### src/rtl/block_execution_controller.sv
// Run sequencer for the TIA block: reset/arm/execute, then wait for stable
// halt + quiescence and report completion, timeout or abort.
module block_execution_controller #(
  parameter int unsigned COUNTER_WIDTH = 32,
  parameter int unsigned RESET_CYCLES  = 4,
  parameter int unsigned SETTLE_CYCLES = 4
) (
  input  logic                     clock,
  input  logic                     reset,
  input  logic                     start,
  input  logic                     abort,
  input  logic [COUNTER_WIDTH-1:0] timeout_limit,
  output logic                     block_reset,
  output logic                     block_enable,
  output logic                     block_execute,
  input  logic                     block_halted,
  input  logic                     block_channels_quiescent,
  input  logic                     block_routers_quiescent,
  output logic                     busy,
  output logic                     done,
  output logic [1:0]               status,
  output logic [COUNTER_WIDTH-1:0] cycle_count
);

  localparam int unsigned RST_CNT_W = $clog2(RESET_CYCLES);
  localparam int unsigned SETTLE_W  = $clog2(SETTLE_CYCLES + 1);

  localparam logic [1:0] STATUS_NONE    = 2'b00;
  localparam logic [1:0] STATUS_DONE    = 2'b01;
  localparam logic [1:0] STATUS_TIMEOUT = 2'b10;
  localparam logic [1:0] STATUS_ABORT   = 2'b11;

  typedef enum logic [2:0] {
    ST_IDLE        = 3'd0,
    ST_RESET_BLOCK = 3'd1,
    ST_ARM         = 3'd2,
    ST_RUN         = 3'd3,
    ST_FINISH      = 3'd4
  } state_t;

  state_t                   r_state;
  logic [RST_CNT_W-1:0]     r_rst_cnt;
  logic [SETTLE_W-1:0]      r_settle;
  logic [COUNTER_WIDTH-1:0] r_limit;
  logic [COUNTER_WIDTH-1:0] r_cycle_count;
  logic [1:0]               r_status;
  logic                     r_block_reset;
  logic                     r_block_enable;
  logic                     r_block_execute;
  logic                     r_busy;
  logic                     r_done;

  state_t                   w_state;
  logic [RST_CNT_W-1:0]     w_rst_cnt;
  logic [SETTLE_W-1:0]      w_settle;
  logic [COUNTER_WIDTH-1:0] w_limit;
  logic [COUNTER_WIDTH-1:0] w_cycle_count;
  logic [COUNTER_WIDTH-1:0] w_cycle_inc;
  logic [1:0]               w_status;
  logic                     w_block_reset;
  logic                     w_block_enable;
  logic                     w_block_execute;
  logic                     w_busy;
  logic                     w_done;
  logic                     w_all_ok;

  // State and all output/bookkeeping registers.
  always_ff @(posedge clock or negedge reset) begin
    if (!reset) begin
      r_state         <= ST_IDLE;
      r_rst_cnt       <= '0;
      r_settle        <= '0;
      r_limit         <= '0;
      r_cycle_count   <= '0;
      r_status        <= STATUS_NONE;
      r_block_reset   <= 1'b0;
      r_block_enable  <= 1'b0;
      r_block_execute <= 1'b0;
      r_busy          <= 1'b0;
      r_done          <= 1'b0;
    end else begin
      r_state         <= w_state;
      r_rst_cnt       <= w_rst_cnt;
      r_settle        <= w_settle;
      r_limit         <= w_limit;
      r_cycle_count   <= w_cycle_count;
      r_status        <= w_status;
      r_block_reset   <= w_block_reset;
      r_block_enable  <= w_block_enable;
      r_block_execute <= w_block_execute;
      r_busy          <= w_busy;
      r_done          <= w_done;
    end
  end

  // Next-state, counters and registered-output decode from the next state.
  always_comb begin
    w_state         = r_state;
    w_rst_cnt       = r_rst_cnt;
    w_settle        = '0;
    w_limit         = r_limit;
    w_cycle_count   = r_cycle_count;
    w_status        = r_status;
    w_block_enable  = r_block_enable;
    w_block_reset   = 1'b0;
    w_block_execute = 1'b0;
    w_busy          = 1'b0;
    w_done          = 1'b0;

    w_all_ok    = block_halted && block_channels_quiescent && block_routers_quiescent;
    // Saturating increment so a no-timeout run never wraps the count.
    w_cycle_inc = (&r_cycle_count) ? r_cycle_count
                                   : r_cycle_count + COUNTER_WIDTH'(1);

    case (r_state)
      ST_IDLE: begin
        if (start) begin
          w_state       = ST_RESET_BLOCK;
          w_limit       = timeout_limit;
          w_cycle_count = '0;
          w_status      = STATUS_NONE;
          w_rst_cnt     = '0;
        end
      end
      ST_RESET_BLOCK: begin
        if (abort) begin
          w_state  = ST_FINISH;
          w_status = STATUS_ABORT;
        end else if (r_rst_cnt == RST_CNT_W'(RESET_CYCLES - 1)) begin
          w_state = ST_ARM;
        end else begin
          w_rst_cnt = r_rst_cnt + RST_CNT_W'(1);
        end
      end
      ST_ARM: begin
        if (abort) begin
          w_state  = ST_FINISH;
          w_status = STATUS_ABORT;
        end else begin
          w_state = ST_RUN;
        end
      end
      ST_RUN: begin
        w_cycle_count = w_cycle_inc;
        w_settle      = w_all_ok ? r_settle + SETTLE_W'(1) : '0;
        // Abort wins, then completion, then timeout.
        if (abort) begin
          w_state  = ST_FINISH;
          w_status = STATUS_ABORT;
        end else if (w_all_ok && (r_settle == SETTLE_W'(SETTLE_CYCLES - 1))) begin
          w_state  = ST_FINISH;
          w_status = STATUS_DONE;
        end else if ((r_limit != '0) && (w_cycle_inc == r_limit)) begin
          w_state  = ST_FINISH;
          w_status = STATUS_TIMEOUT;
        end
      end
      ST_FINISH: begin
        w_state = ST_IDLE;
      end
      default: begin
        w_state = ST_IDLE;
      end
    endcase

    // Enable is held after a run so the host can reach block memories.
    case (w_state)
      ST_RESET_BLOCK: w_block_enable = 1'b0;
      ST_ARM,
      ST_RUN:         w_block_enable = 1'b1;
      default:        w_block_enable = r_block_enable;
    endcase
    w_block_reset   = (w_state == ST_RESET_BLOCK);
    w_block_execute = (w_state == ST_RUN);
    w_busy          = (w_state != ST_IDLE);
    w_done          = (w_state == ST_FINISH);
  end

  assign block_reset   = r_block_reset;
  assign block_enable  = r_block_enable;
  assign block_execute = r_block_execute;
  assign busy          = r_busy;
  assign done          = r_done;
  assign status        = r_status;
  assign cycle_count   = r_cycle_count;

endmodule

### config.mk
export PLATFORM = sky130hd
export DESIGN_NAME = block_execution_controller
export DESIGN_NICKNAME = d
export VERILOG_FILES = /design/src/rtl/block_execution_controller.sv
export SDC_FILE = /design/constraint.sdc
export NUM_CORES = 1
export LEC_CHECK = 0
export ABC_CLOCK_PERIOD_IN_PS = 7450
export BUFFER_PORTS_ARGS = -buffer_cell sky130_fd_sc_hd__clkbuf_2
export CAP_MARGIN = 20
export CORE_AREA = 2 2 123 125
export DETAILED_ROUTE_END_ITERATION = 12
export DIE_AREA = 0 0 125 127
export PLACE_DENSITY = 0.67
export SKIP_LAST_GASP = 1
export SYNTH_ARGS = -nofsm -noshare
export SYNTH_HDL_FRONTEND = slang
export SYNTH_SLANG_ARGS = --single-unit
### constraint.sdc
create_clock -name clock -period 7.45 [get_ports clock]
set_clock_uncertainty 0.1 [all_clocks]
set_input_delay 0.745 -clock clock [delete_from_list [all_inputs] [get_ports clock]]
set_output_delay 0.745 -clock clock [all_outputs]
set_load 0.05 [all_outputs]
==> results of run 1 <==
## metal layers
metal,global-route usage [%],vias to the layer above,wire (µm)
li1,-,2543,-
met5,0,-,0
met4,8.30,0,505
met1,37.8,2850,9260
met2,39.5,318,9160
met3,6.03,39,1790
## critical path, cell delays in order (launching register included)
cell	delay, ns
dfrtp_1	0.49
ha_1	0.44
nand4_4	0.18
nor3_2	0.88
a311oi_2	0.35
nand2_1	0.21
xor2_1	0.36
a2111oi_0	0.19
and4_1	0.22
a21oi_1	0.26
inv_1	0.10
nor3_1	0.37
nor3_1	0.10
a211oi_1	0.23
## Yosys cell counts (13+ instances only)
master and count:
xnor2_1 24, nand3_1 16, mux2_2 33, clkbuf_1 21, nor4_1 20, inv_1 13
o21ai_0 57, nand4_1 24, nand2b_1 14, dfrtp_1 79, nor3_1 19, nor2_1 50
buf_2 16, a21oi_1 34, nand2_1 52
## logic make-up after synthesis
family	count (synthesis)	share of synthesized area, %
flip-flops	79	34.7
AO/OA/AOI/OAI	169	19.3
multiplexers	37	7.23
AND/OR/NAND/NOR	270	27.3
buffers and inverters	63	5.30
adder cells (fa/ha/maj)	4	0.880
XOR/XNOR	34	5.23
## path summary, 6_finish.rpt
check                           depth (start not counted)           start              end  slack (ns)
worst max-delay path                                   13  cycle_count[1]        status[1]        2.87
worst min-delay path                                    1           reset       r_limit[1]        0.21
worst max register to register                         13  cycle_count[1]        status[1]        2.87
worst min register to register                          1     r_settle[0]      r_settle[0]        0.34
max in group asynchronous                               2           reset  cycle_count[18]        6.45
min in group clock                                      1     r_settle[0]      r_settle[0]        0.34
## power groups by stage
stage / clock network [µW] / registers (µW) / logic [µW]
6_report: 528 / 766 / 754
5_1_grt: 556 / 783 / 815
4_1_cts: 537 / 756 / 741
3_5_place_dp: 0 / 764 / 737
3_3_place_gp: 0 / 758 / 738
2_1_floorplan: 0 / 735 / 498
## cell type report
type	instances	share of cell area, %
multi-input cells	514	52.8
well taps	184	3.55
inverters	13	0.753
clock buffers	10	3.69
flip-flops and latches	79	30.5
repair buffers	82	6.87
clock inverters	6	1.80
## sequential cells by signal, indices dropped and copies added (netlist names)
signal	cells
done	1
status	2
block_execute	1
cycle_count	32
r_state	3
r_rst_cnt	2
busy	1
r_limit	32
r_settle	3
block_enable	1
block_reset	1
## metrics by stage
stage	setup WS, ns	instances
after global routing	2.49	888
after floorplan	3.58	656
after CTS	2.94	887
after detailed placement	2.96	871
after global placement	3.12	871
final	2.87	888
==> results.ini, run 1 <==
[run_status]
status=finished clean

[timing]
drv_slew=0
relSlewSlack_pct=25.2
period_share_pct=61.5
hold_viol_final=0
setup_tns_ns=0
hold-worst-slack_ns=0.205
worst_pin_slew_ns=1.12
rsz0062_at_grt=false
final-setup-viol-count=0
fin_crit_ns=4.58
fmax_mhz=218

[logic_synthesis]
async_flop_share_pct=100
synth_area_mm2=0.00569
syn_inst=656
synth-edff-count=0
yosysTopAreaCell=dfrtp_1
ys_ff_latch=79
yosys_most_used_dff=dfrtp_1
synth.area.top_cells=dfrtp_1 35%, mux2_2 6.5%, o21ai_0 5.0%
avgSynthCellArea_um2=8.67
synth_top_cell_area_share_pct=34.7
synth_warnings=0
ys_types=77
yosysSeqAreaShare_pct=34.7
syn_nets=699

[floorplan]
die_x_um=125
rows=44
io_pins=78
start_util_pct=39.5
die_h_um=127
dieArea_mm2=0.0159
core_mm2=0.0144

[cts]
tritoncts=built
clockBufferDepth=2
clock-sinks=79
h-tree-depth=3
cts-hold-fix-buffers=0
clk_pin_slew_worst_paths_ns=0.06
cts_buffers=9
clock_latency_ns=0.35
cts_root_buffer=clkbuf_16
cts_resized=0
cts_setup_buffers=0

[route]
postRouteWirelength_um=20700
first_pass_iters=5
drt-initial-drc-count=686
drc=0
ant_nets=0
via_per_inst=6.48
num_vias=5750
wl_per_cell_um=23.3

[place]
place_hpwl_um=15600
port_buffers=77
gp_congestion=1.00
placed_cell_area_mm2=0.00610

[layout]
final_common_cell=dfrtp_1
area_growth_pct=13.9
stdcell_area_mm2=0.00648
multi_input_area_mm2=0.00342
antennaDiodeCount=0
drive_above_1_share_pct=22.3
fillCellCount=1468
final-seq-area_mm2=0.00198
utilization_pct=44.9
finalNetCount=742
layout_common_cells=79 x dfrtp_1, 76 x clkbuf_2, 57 x o21ai_0, 52 x nand2_1, 49 x nor2_1

[run]
maxCapViolations=0

[critical_path]
cp_data_arrival_time_ns=4.73
cp-start-kind=register
endpoint_kind=register
cp_max_fo=13
path_class=reg2reg
required_ns=7.60

[grt]
grt_pass1_wl_um=32800
grt_pass1_vias=5516
track_usage_pct=26.3
grt_max_degree=80
antenna_found_initial=0
grt-ovfl-total=0

[power_and_ir_drop]
p_comb_share_pct=36.8
leakagePower_uw=0.00261
p_int_uw=1200
clkPwrFrac_pct=25.8
ir_drop_mv=0.181
p_seq_share_pct=37.4
p_total_uw=2050
p_per_area_mw_per_mm2=316
switching_share_pct=41.3
p_sw_uw=846

[worst_hold_path]
hold_class=in2async

Note: power is estimated with default switching activity, not from simulation.
==> run 2: changes to the inputs <==
--- a/config.mk
+++ b/config.mk
@@ -5,13 +5,13 @@
 export SDC_FILE = /design/constraint.sdc
 export NUM_CORES = 1
 export LEC_CHECK = 0
-export ABC_CLOCK_PERIOD_IN_PS = 7450
+export ABC_CLOCK_PERIOD_IN_PS = 3800
 export BUFFER_PORTS_ARGS = -buffer_cell sky130_fd_sc_hd__clkbuf_2
 export CAP_MARGIN = 20
 export CORE_AREA = 2 2 123 125
 export DETAILED_ROUTE_END_ITERATION = 12
 export DIE_AREA = 0 0 125 127
-export PLACE_DENSITY = 0.67
+export PLACE_DENSITY = 0.69
 export SKIP_LAST_GASP = 1
 export SYNTH_ARGS = -nofsm -noshare
 export SYNTH_HDL_FRONTEND = slang
==> constraint.sdc (replaced) <==
create_clock -name clock -period 3.8 [get_ports clock]
set_clock_uncertainty 0.1 [all_clocks]
set_input_delay 0.38 -clock clock [delete_from_list [all_inputs] [get_ports clock]]
set_output_delay 0.38 -clock clock [all_outputs]
set_load 0.05 [all_outputs]
==> run 2 against run 1 <==
Effect of this change:
- the flow now finishes with violations (hold timing)
- via count up 5.8%
- clock power up 95%
- global-route usage up 1.5 points
- combinational power up 140%
- largest power group is now combinational logic
==> results.ini, run 2 (same netlist as run 1, synthesis figures left out) <==
[critical_path]
path_class=reg2reg
endpoint_kind=register
cp-start-kind=register
cp_data_arrival_time_ns=3.83  ; -0.90 ns
required_ns=3.95  ; -3.65 ns
cp_max_fo=11  ; -2

[floorplan]
core_mm2=0.0144  ; unchanged
die_h_um=127  ; unchanged
rows=44  ; unchanged
die_x_um=125  ; unchanged
io_pins=78  ; unchanged
dieArea_mm2=0.0159  ; unchanged
start_util_pct=39.5  ; unchanged

[layout]
layout_common_cells=99 x buf_4, 76 x clkbuf_2, 75 x dfrtp_1, 57 x o21ai_0, 52 x nand2_1
area_growth_pct=27.1
utilization_pct=50.1  ; +5.2 points
finalNetCount=837  ; +13%
stdcell_area_mm2=0.00723  ; +12%
drive_above_1_share_pct=32.5  ; +10 points
stdcell_count=983  ; +11%
antennaDiodeCount=0  ; unchanged
final_common_cell=buf_4
fillCellCount=1415  ; -3.6%

[power_and_ir_drop]
p_per_area_mw_per_mm2=582  ; +84%
leakagePower_uw=0.00309  ; +18%
ir_drop_mv=0.429  ; +140%

[cts]
clock-sinks=79  ; unchanged
tritoncts=built
cts_resized=0  ; unchanged
h-tree-depth=3  ; unchanged
cts-hold-fix-buffers=0  ; unchanged
cts_root_buffer=clkbuf_16
cts_buffers=9  ; unchanged
cts_setup_buffers=0  ; unchanged
clk_pin_slew_worst_paths_ns=0.07  ; about the same
clock_latency_ns=0.36  ; about the same
clockBufferDepth=2  ; unchanged

[place]
gp_congestion=1.05  ; +5.1%
placed_cell_area_mm2=0.00684  ; +12%
dp.cells=967  ; +11%
port_buffers=77  ; unchanged
place_hpwl_um=17000  ; +9.5%

[timing]
worst_pin_slew_ns=0.748  ; -0.367 ns
period_share_pct=96.9  ; +35 points
drv_slew=0  ; unchanged
final-setup-viol-count=0  ; unchanged
fmax_mhz=271  ; +24%
fin_crit_ns=3.68  ; -0.898 ns
rsz0062_at_grt=false
hold-worst-slack_ns=-0.00694  ; -0.212 ns
hold_viol_final=12  ; +12
relSlewSlack_pct=50.1  ; +25 points
setup_tns_ns=0  ; unchanged

[run_status]
violations=hold timing
status=finished with violations

[grt]
grt_max_degree=60  ; -25%
grt-ovfl-total=0  ; unchanged
antenna_found_initial=0  ; unchanged
grt_pass1_wl_um=34100  ; +4.1%
track_usage_pct=27.8  ; +1.5 points
grt_pass1_vias=5788  ; +4.9%

[route]
drt-initial-drc-count=740  ; +7.9%
ant_nets=0  ; unchanged
postRouteWirelength_um=22000  ; +6.4%
via_per_inst=6.19  ; -4.4%
num_vias=6082  ; +5.8%
wl_per_cell_um=22.4  ; -3.9%
drc=0  ; unchanged
first_pass_iters=5  ; unchanged

[worst_hold_path]
hold_class=in2async

[run]
maxCapViolations=0  ; unchanged

==> run 2: cell count changes in the layout (fill, tap and decap cells not counted), moves of 2 or more <==
cell | before | now
dfrtp_1 | 79 | 75
buf_12 | 0 | 2
dfrtp_2 | 0 | 4
buf_4 | 5 | 99
==> run 2: report_power, final <==
part	switching, µW	internal (µW)	leakage, µW	total, µW
logic	1030	770	0.00191	1800
registers	299	1080	0.00101	1380
clock network	382	648	0.000165	1030
total	1710	2500	0.00309	4210
==> run 2: final cells by class <==
type	instances	area [µm²]	area share (%)
sequential	79	1980	27.4
clock buffer	10	229	3.17
clock inverter	6	118	1.63
tap	184	230	3.18
multi-input combinational	514	3460	47.9
timing repair buffer	177	1160	16.1
inverter	13	48.8	0.675
==> run 2: per-layer routing <==
layer	vias to the layer above	track usage [%]	share of wire (%)
met3	47	6.45	10
li1	2739	-	-
met1	2950	40.2	44
met2	346	40.8	43
met5	-	0	0
met4	0	10.1	3.0
==> run 2: worst max-delay path, cell delays in order, from the launching register on <==
cell and delay, ns:
dfrtp_1 0.40, buf_4 0.22, and4_1 0.24, buf_4 0.12
nand4_1 0.28, nor3_1 0.53, xnor2_1 0.20, nand4b_1 0.11
or4_1 0.48, or4_4 0.52, a21o_1 0.21, a21o_1 0.15
==> run 2: worst paths after layout <==
path | from | end | slack, ns | depth (start not counted)
max | cycle_count[5] | block_enable | 0.12 | 11
min | reset | cycle_count[12] | -0.007 | 1
max reg2reg | cycle_count[5] | block_enable | 0.12 | 11
min reg2reg | r_settle[0] | r_settle[0] | 0.34 | 1
max in group asynchronous | reset | r_limit[23] | 2.84 | 2
min in group clock | timeout_limit[31] | r_limit[31] | 0.14 | 3
==> run 2: through the flow <==
stage / setup WS [ns] / total power [µW]
floorplan: 0.0646 / 2420
global placement: 0.102 / 3120
detailed placement: 0.106 / 3120
CTS: 0.0946 / 4160
global route: 0.00170 / 4410
finish: 0.117 / 4210
